File: src/rtl/sha256_msg_padder.sv
// SHA-256 message padder: 32-bit word stream in, padded 512-bit blocks out.
// Optional SHA_PAD_ABORT_EN adds in_abort to drop a message mid-flight.
module sha256_msg_padder #(
  parameter int LEN_W = 64
) (
  input  logic         clk,
  input  logic         rst_n,
  input  logic         in_valid,
  output logic         in_ready,
  input  logic [31:0]  in_data,
  input  logic         in_last,
  input  logic [2:0]   in_nbytes,
`ifdef SHA_PAD_ABORT_EN
  input  logic         in_abort,
`endif
  output logic         blk_valid,
  input  logic         blk_ready,
  output logic [511:0] blk_data,
  output logic         blk_first,
  output logic         blk_last
);

  typedef enum logic {S_FILL, S_SEND} state_t;

  state_t           r_state, w_state_nx;
  logic [511:0]     r_blk, w_blk_nx;
  logic [3:0]       r_widx, w_widx_nx;
  logic [LEN_W-1:0] r_len, w_len_nx, w_len_add;
  logic             r_pad_pend, w_pad_pend_nx;
  logic             r_owe80, w_owe80_nx;
  logic             r_first_pend, w_first_pend_nx;
  logic             r_first, w_first_nx;
  logic             r_last, w_last_nx;
  logic             r_in_ready, w_in_ready_nx;
  logic             r_blk_valid, w_blk_valid_nx;
  logic             w_abort;
  logic [2:0]       w_nb;
  logic [6:0]       w_bcnt;
  logic [31:0]      w_word;
  logic [63:0]      w_len64, w_rlen64;

`ifdef SHA_PAD_ABORT_EN
  assign w_abort = in_abort;
`else
  assign w_abort = 1'b0;
`endif

  assign in_ready  = r_in_ready;
  assign blk_valid = r_blk_valid;
  assign blk_data  = r_blk;
  assign blk_first = r_first;
  assign blk_last  = r_last;

  assign w_nb      = (in_nbytes > 3'd4) ? 3'd4 : in_nbytes;
  assign w_bcnt    = {1'b0, r_widx, 2'b00} + 7'(w_nb);
  assign w_len_add = r_len + (in_last ? LEN_W'({w_nb, 3'b000})
                                      : LEN_W'(32));
  assign w_len64   = 64'(w_len_add);
  assign w_rlen64  = 64'(r_len);

  // Keep the valid bytes of the final word and drop 0x80 right after them
  always_comb begin
    case (w_nb)
      3'd0:    w_word = 32'h8000_0000;
      3'd1:    w_word = {in_data[31:24], 24'h80_0000};
      3'd2:    w_word = {in_data[31:16], 16'h8000};
      3'd3:    w_word = {in_data[31:8], 8'h80};
      default: w_word = in_data;
    endcase
  end

  always_comb begin
    w_state_nx      = r_state;
    w_blk_nx        = r_blk;
    w_widx_nx       = r_widx;
    w_len_nx        = r_len;
    w_pad_pend_nx   = r_pad_pend;
    w_owe80_nx      = r_owe80;
    w_first_pend_nx = r_first_pend;
    w_first_nx      = r_first;
    w_last_nx       = r_last;
    w_in_ready_nx   = r_in_ready;
    w_blk_valid_nx  = r_blk_valid;
    unique case (r_state)
      S_FILL: begin
        w_in_ready_nx = 1'b1;
        if (w_abort) begin
          w_widx_nx       = '0;
          w_len_nx        = '0;
          w_first_pend_nx = 1'b1;
          w_pad_pend_nx   = 1'b0;
          w_owe80_nx      = 1'b0;
        end else if (in_valid && r_in_ready) begin
          w_len_nx  = w_len_add;
          w_widx_nx = r_widx + 4'd1;
          if (!in_last) begin
            w_blk_nx[{r_widx, 5'd0} +: 32] = in_data;
          end else begin
            w_widx_nx = '0;
            for (int j = 0; j < 16; j++) begin
              if (j == int'(r_widx))
                w_blk_nx[32*j +: 32] = w_word;
              else if (j > int'(r_widx))
                w_blk_nx[32*j +: 32] =
                  (j == int'(r_widx) + 1 && w_nb == 3'd4) ?
                  32'h8000_0000 : 32'h0;
            end
          end
          if (in_last || r_widx == 4'd15) begin
            w_state_nx      = S_SEND;
            w_in_ready_nx   = 1'b0;
            w_blk_valid_nx  = 1'b1;
            w_first_nx      = r_first_pend;
            w_first_pend_nx = 1'b0;
            w_last_nx       = 1'b0;
            w_pad_pend_nx   = 1'b0;
            w_owe80_nx      = 1'b0;
            if (in_last && w_bcnt <= 7'd55) begin
              w_blk_nx[479:448] = w_len64[63:32];
              w_blk_nx[511:480] = w_len64[31:0];
              w_last_nx         = 1'b1;
            end else if (in_last) begin
              w_pad_pend_nx = 1'b1;
              w_owe80_nx    = (w_bcnt == 7'd64);
            end
          end
        end
      end
      S_SEND: begin
        w_in_ready_nx  = 1'b0;
        w_blk_valid_nx = 1'b1;
        if (w_abort) begin
          w_state_nx      = S_FILL;
          w_blk_valid_nx  = 1'b0;
          w_in_ready_nx   = 1'b1;
          w_pad_pend_nx   = 1'b0;
          w_owe80_nx      = 1'b0;
          w_widx_nx       = '0;
          w_len_nx        = '0;
          w_first_pend_nx = 1'b1;
          w_first_nx      = 1'b0;
          w_last_nx       = 1'b0;
        end else if (blk_ready) begin
          if (r_pad_pend) begin
            w_blk_nx = {w_rlen64[31:0], w_rlen64[63:32], 416'h0,
                        (r_owe80 ? 32'h8000_0000 : 32'h0)};
            w_last_nx     = 1'b1;
            w_first_nx    = 1'b0;
            w_pad_pend_nx = 1'b0;
            w_owe80_nx    = 1'b0;
          end else begin
            w_state_nx     = S_FILL;
            w_blk_valid_nx = 1'b0;
            w_in_ready_nx  = 1'b1;
            if (r_last) begin
              w_len_nx        = '0;
              w_first_pend_nx = 1'b1;
            end
          end
        end
      end
    endcase
  end

  always_ff @(posedge clk or negedge rst_n) begin
    if (!rst_n) begin
      r_state      <= S_FILL;
      r_blk        <= '0;
      r_widx       <= '0;
      r_len        <= '0;
      r_pad_pend   <= 1'b0;
      r_owe80      <= 1'b0;
      r_first_pend <= 1'b1;
      r_first      <= 1'b0;
      r_last       <= 1'b0;
      r_in_ready   <= 1'b0;
      r_blk_valid  <= 1'b0;
    end else begin
      r_state      <= w_state_nx;
      r_blk        <= w_blk_nx;
      r_widx       <= w_widx_nx;
      r_len        <= w_len_nx;
      r_pad_pend   <= w_pad_pend_nx;
      r_owe80      <= w_owe80_nx;
      r_first_pend <= w_first_pend_nx;
      r_first      <= w_first_nx;
      r_last       <= w_last_nx;
      r_in_ready   <= w_in_ready_nx;
      r_blk_valid  <= w_blk_valid_nx;
    end
  end

endmodule
File: config.mk
export PLATFORM = sky130hd
export DESIGN_NAME = sha256_msg_padder
export DESIGN_NICKNAME = d
export VERILOG_FILES = /design/src/rtl/sha256_msg_padder.sv
export SDC_FILE = /design/constraint.sdc
export NUM_CORES = 1
export LEC_CHECK = 0
export CORE_UTILIZATION = 25
export DETAILED_ROUTE_END_ITERATION = 8
export DONT_BUFFER_PORTS = 1
export MAX_ROUTING_LAYER = met4
export SLEW_MARGIN = 20
export SYNTH_ARGS = -nofsm -noshare
export SYNTH_HDL_FRONTEND = slang
export SYNTH_SLANG_ARGS = --single-unit
File: constraint.sdc
create_clock -name clk -period 4.73 [get_ports clk]
set_input_delay 0.473 -clock clk [delete_from_list [all_inputs] [get_ports clk]]
set_output_delay 0.473 -clock clk [all_outputs]
set_load 0.01 [all_outputs]
# Word level (Yosys, flattened, before mapping)
# Index checks and enable logic that the tools add are counted.
# Widths: inputs -> output; s select.
dict set report totals {
  reg_bits 588
  in_bits 40
  output_inout_bits 516
  word_cells 254
}
dict set report classes {
  addsub 5
  magnitude_cmp 17
  n_eq_ne 56
  shift 2
  mux 107
  n_bitwise 1
  reduce_logical 41
}
# operator count
set op_table {}
lappend op_table {{$mux 512} 4}
lappend op_table {{$mux 32} 47}
lappend op_table {{$pmux 512 s2} 1}
lappend op_table {{$bwmux 512} 1}
lappend op_table {{$shift 32x11->512 const A} 1}
lappend op_table {{$shiftx 32x11->512} 1}
lappend op_table {{$mux 64} 6}
lappend op_table {{$eq 5x32->1 const A} 7}
lappend op_table {{$eq 4x32->1 const A} 4}
lappend op_table {{$pmux 32 s4} 1}
lappend op_table {{$pmux 64 s2} 1}
lappend op_table {{$add 64x6->64} 1}
lappend op_table {{$eq 3x32->1 const A} 2}
lappend op_table {{$reduce_and 4->1} 16}
lappend op_table {{$ne 4x4->1 const B} 13}
lappend op_table {{$mux 1} 33}
lappend op_table {{$eq 2x32->1 const A} 1}
lappend op_table {{$eq 4x4->1 const A} 8}
lappend op_table {{$gt 4x4->1 const A} 8}
lappend op_table {{$logic_and 1x1->1} 17}
lappend op_table {{$eq 3x4->1 const A} 4}
lappend op_table {{$gt 3x4->1 const A} 4}
lappend op_table {{$pmux 1 s2} 8}
lappend op_table {{$mux 4} 3}
lappend op_table {{other kinds (28)} 37}

# Depth between registers and ports, before layout
dict set report depth {
  depth_word 12
  depth_mapped 15
  ltp_nobuf 11
}

# Least setup slack after synthesis
# OpenSTA, ideal clock, no wires.
dict set report synth_timing {
  path_kind {input port to flip-flop}
  startpoint {input in_last}
  endpoint {register r_blk[455] (netlist: blk_data[455])}
  setup_time_ns 0.122
  arrival_ns 3.294
  slack_ns 1.315
  cell_stages 14
  path_buffers 3
  path_cell_list {buf_2 -> inv_1 -> clkbuf_1 -> nor2_1 -> and2_1 -> ha_1 -> fa_1 -> a21o_1 -> nand4_4 -> or4_4 -> buf_4 -> nor3_2 -> nand3_1 -> a32o_1}
}
dict set report synth_via {
  elab_chain_len 6
  word_cells_on_any_way 9
  classes_between {add/sub (1); mux (6); reduce/logical (2)}
}
# element line_no
set synth_lines {}
lappend synth_lines {{start: declaration} 11} ;# input logic in_last,
lappend synth_lines {{$mux 6} 56} ;# assign w_len_add = r_len + (in_last ? LEN_W'({w_nb, 3'b000})
lappend synth_lines {{$add 64x6->64} 56}
lappend synth_lines {{$mux 64} 118} ;# if (in_last && w_bcnt <= 7'd55) begin
lappend synth_lines {{$mux 64 (*)} 109} ;# if (in_last || r_widx == 4'd15) begin
lappend synth_lines {{$mux 512 (*)} 93} ;# end else if (in_valid && r_in_ready) begin
lappend synth_lines {{$pmux 512 s2 (*)} 84} ;# unique case (r_state)
lappend synth_lines {{end signal: assignment} 180} ;# r_blk <= w_blk_nx;
lappend synth_lines {{end: declaration} 26} ;# logic [511:0] r_blk, w_blk_nx;
# Every way passes the cells marked *; elsewhere a longest branch is shown, timed or not. The select of a mux whose other input is x is not followed.
# A chain may end at the register's enable or synchronous reset.

# Worst setup path after layout
dict set report layout_timing {
  startpoint {register r_widx[0]}
  endpoint {register r_blk[104] (netlist: blk_data[104])}
}
dict set report layout_via {
  elab_chain_len 6
  word_cells_on_any_way 12
  classes_between {add/sub (1); order compare (1); eq/ne (2); shift (2); mux (5); reduce/logical (1)}
}
# element line_no
set layout_lines {}
lappend layout_lines {{start: declaration} 27} ;# logic [3:0] r_widx, w_widx_nx;
lappend layout_lines {{start signal: assignment} 181} ;# r_widx <= w_widx_nx;
lappend layout_lines {{$neg 9->11} 97} ;# w_blk_nx[{r_widx, 5'd0} +: 32] = in_data;
lappend layout_lines {{$shiftx 32x11->512 or $shift 32x11->512 (tied branches)} 97}
lappend layout_lines {{$bwmux 512} 97}
lappend layout_lines {{$mux 512} 96} ;# if (!in_last) begin
lappend layout_lines {{$mux 512} 93}
lappend layout_lines {{$pmux 512 s2} 84}
# Several ways; a longest one is shown, not always the timed one. The select of a mux whose other input is x is not followed.

==> reports/metrics.csv <==
metric,value,unit
outcome,"finished, violations left",
violations,hold timing,
post_cts_buffers,0,
grt_max_degree,586,
synthMostInstantiatedCell,dfrtp_1,
cts_made_buffers,68,
clk_latency,0.64,ns
area_delta_synth_final,15.4,%
final_net_count,3051,
antenna_found_initial,5,
vias,26424,
whs,-0.433,ns
die_w,343,um
worstPathArrival,4.65,ns
firstDrtPassIters,7,
slew_viol_final,0,
clock_path_buffers,3,
period_needed,4.08,ns
start_util,0.253,
antenna_left,0,
ctsResizeCount,0,
critical_path_class,flip-flop to flip-flop,
fin_area,33600,um2
critical-path-max-stage-delay,0.71,ns
synth_top_area_cell,dfrtp_1,
totalPowerFinal,15000,uW
crit_path_cell_trace,inv_1 > ha_1 > and3b_1 > a31oi_1 > nor2_1 > o221ai_4 > a21oi_1 > a22o_1,
p_int,9650,uW
vdd_drop_max,0.000300,V
clkTransAtPathRegs,0.06,ns
placed_area,31000,um2
setup_viol,0,
drive_gt1_frac,0.0994,
worst_pin_slew,1.34,ns
r2r_start,r_widx[0]$_DFFE_PN0P_,
vias_per_cell,5.78,
synth.distinct_cells,91,
syn_area_per_cell,9.48,um2
p_seq_frac,0.434,
grt_pass1_wl,202,mm
multi_input_area,13400,um2
synth.area.top_cells,"dfrtp_1 (50%), a22o_1 (7.5%), nand2_1 (6.1%)",
clock-sinks,585,
reg2reg_depth,8,
gp_congestion,0.956,
drt-initial-drc-count,3008,
drc,0,
postCtsHoldBufs,27,
synth_warnings,0,
fin_skew,0.0271,ns
fmaxAchievable,0.245,GHz
rsz0062_at_grt,false,
clockRootBuffer,clkbuf_16,
rows,124,
synth_edf_count,0,
p_per_area,446,nW/um2
die_area,118000,um2
p_leak,0.0137,uW
overflow,0,
gr-usage-met3,0.106,
startpoint_type,flip-flop,
synth_top_cell_area_share,0.502,
p_clk_frac,0.377,
r2r_setup_slack,0.65,ns
use_met2,0.375,
hold_violations,584,
critPathCaptureType,flip-flop,
critPathRequiredTime,5.30,ns
grt_util_all_layers,0.247,
fillerInstances,11989,
combPwrFrac,0.189,
grt.busiest_layer,met2,
synth_seq_area_share,0.503,
grt_pass1_vias,24757,
avgRoutedWirePerCell,32.1,um
postRouteWirelength,147,mm
reg2reg_to,blk_data[104]$_DFFE_PN0P_,
switchingPower,5340,uW
syn_area,29100,um2
synth_cells,3074,
max_cap_viol_count,0,
place_hpwl,103,mm
syn_nets,3128,
timing.slew.headroom,0.104,
switching_share,0.356,
path_max_fanout,18,
cts_max_level,3,
hold_class,input port to asynchronous set/reset pin,
die_h,343,um
synth-seq-cells,585,
numPortBuffers,0,
core,115000,um2
seq_area,14600,um2
use_met1,0.280,
period_share,0.864,
synth_async_sr_flop_share,1.00,
fin_setup_tns,0,ns
ios,556,
slowest_stage,a21oi_1,
synth_commonest_cells,"dfrtp_1 (584), nand2_1 (475), o21ai_0 (307), a22o_1 (251), clkbuf_1 (214)",
ys.flop_type,dfrtp_1,
cts_tree,built,
-- flip-flops by register name, summed over array words and instances, names as in the netlist --
name and count:
blk_data 512, r_len 61, r_widx 4, blk_first 1, blk_last 1, blk_valid 1
in_ready 1, r_first_pend 1, r_owe80 1, r_pad_pend 1, r_state 1
-- worst max-delay path by stage --
stage	start	endpoint	slack [ns]	depth (start not counted)
after global routing	r_widx[0]$_DFFE_PN0P_	blk_data[106]$_DFFE_PN0P_	0.36	8
after CTS	r_widx[0]$_DFFE_PN0P_	blk_data[104]$_DFFE_PN0P_	0.64	8
after floorplan	in_last	blk_data[455]$_DFFE_PN0P_	1.31	14
after detailed placement	r_widx[0]$_DFFE_PN0P_	blk_data[104]$_DFFE_PN0P_	0.66	8
after global placement	r_widx[0]$_DFFE_PN0P_	blk_data[104]$_DFFE_PN0P_	0.66	8
final	r_widx[0]$_DFFE_PN0P_	blk_data[104]$_DFFE_PN0P_	0.65	8
-- through the flow --
stage	setup WS (ns)	utilization	std cells
detailed placement	0.662	0.269	4412
floorplan	1.31	-	3074
global route	0.360	0.292	4565
CTS	0.638	0.292	4560
global placement	0.661	0.269	4412
finish	0.645	0.292	4571
-- power groups by stage --
stage | sequential, uW | clock [uW] | combinational, uW
2_1_floorplan | 6080 | 0 | 1830
3_3_place_gp | 6580 | 0 | 2660
3_5_place_dp | 6590 | 0 | 2680
4_1_cts | 6500 | 5740 | 2770
5_1_grt | 6570 | 5930 | 3010
6_report | 6500 | 5650 | 2830
-- worst max-delay path, delay by kind of cell, from the launching register on --
family	cells	cell delay (ns)
buf+inv	1	0.18
fa+ha+maj	1	0.67
compound gates	4	1.54
simple gates	2	1.20
flops	1	0.39
-- per-layer routing --
layer  wire (um)  vias up
met5           0        -
met4        7240        0
met3       18900      314
met2       66900     1562
met1       53900    13297
li1            -    11251
-- cells by family (layout without fill, tap and decap cells) --
group | count (synthesis) | after routing | synth area share
other | 0 | 11 | 0
AO/OA/AOI/OAI | 1141 | 1141 | 0.273
multiplexers | 37 | 37 | 0.0131
XOR/XNOR | 24 | 24 | 0.00747
AND/OR/NAND/NOR | 953 | 953 | 0.152
adder cells (fa/ha/maj) | 14 | 14 | 0.00627
buffers and inverters | 320 | 294 | 0.0451
flip-flops | 585 | 585 | 0.503
-- cell usage in the layout, fill, tap and decap left out, types with 15 or more instances in the layout --
| master | n |
|---|---|
| nand4_1 | 39 |
| dlygate4sd3_1 | 27 |
| nand2_1 | 474 |
| o21ai_1 | 16 |
| dfrtp_1 | 583 |
| nand3_1 | 73 |
| inv_1 | 23 |
| buf_4 | 118 |
| a21oi_1 | 121 |
| a22oi_1 | 54 |
| o31ai_1 | 64 |
| o21ai_0 | 307 |
| nor3_1 | 64 |
| and3_1 | 23 |
| a32oi_1 | 27 |
| o221ai_1 | 18 |
| a31oi_1 | 57 |
| nor2b_1 | 21 |
| clkbuf_16 | 71 |
| and2_1 | 24 |
| o22a_1 | 22 |
| o211ai_1 | 18 |
| nor2_1 | 143 |
| mux2i_1 | 29 |
| o22ai_1 | 17 |
| a221oi_1 | 15 |
| a21o_1 | 23 |
| a211oi_1 | 15 |
| a22o_1 | 251 |
-- final cells by class --
class | count | share of cell area
multi-input cells | 2169 | 0.398
inverters | 24 | 0.00268
repair buffers | 149 | 0.0368
diodes | 11 | 0.000819
clock inverters | 26 | 0.0104
flip-flops and latches | 585 | 0.436
clock buffers | 95 | 0.0594
well taps | 1512 | 0.0563
Note: power is estimated with default switching activity, not from simulation.
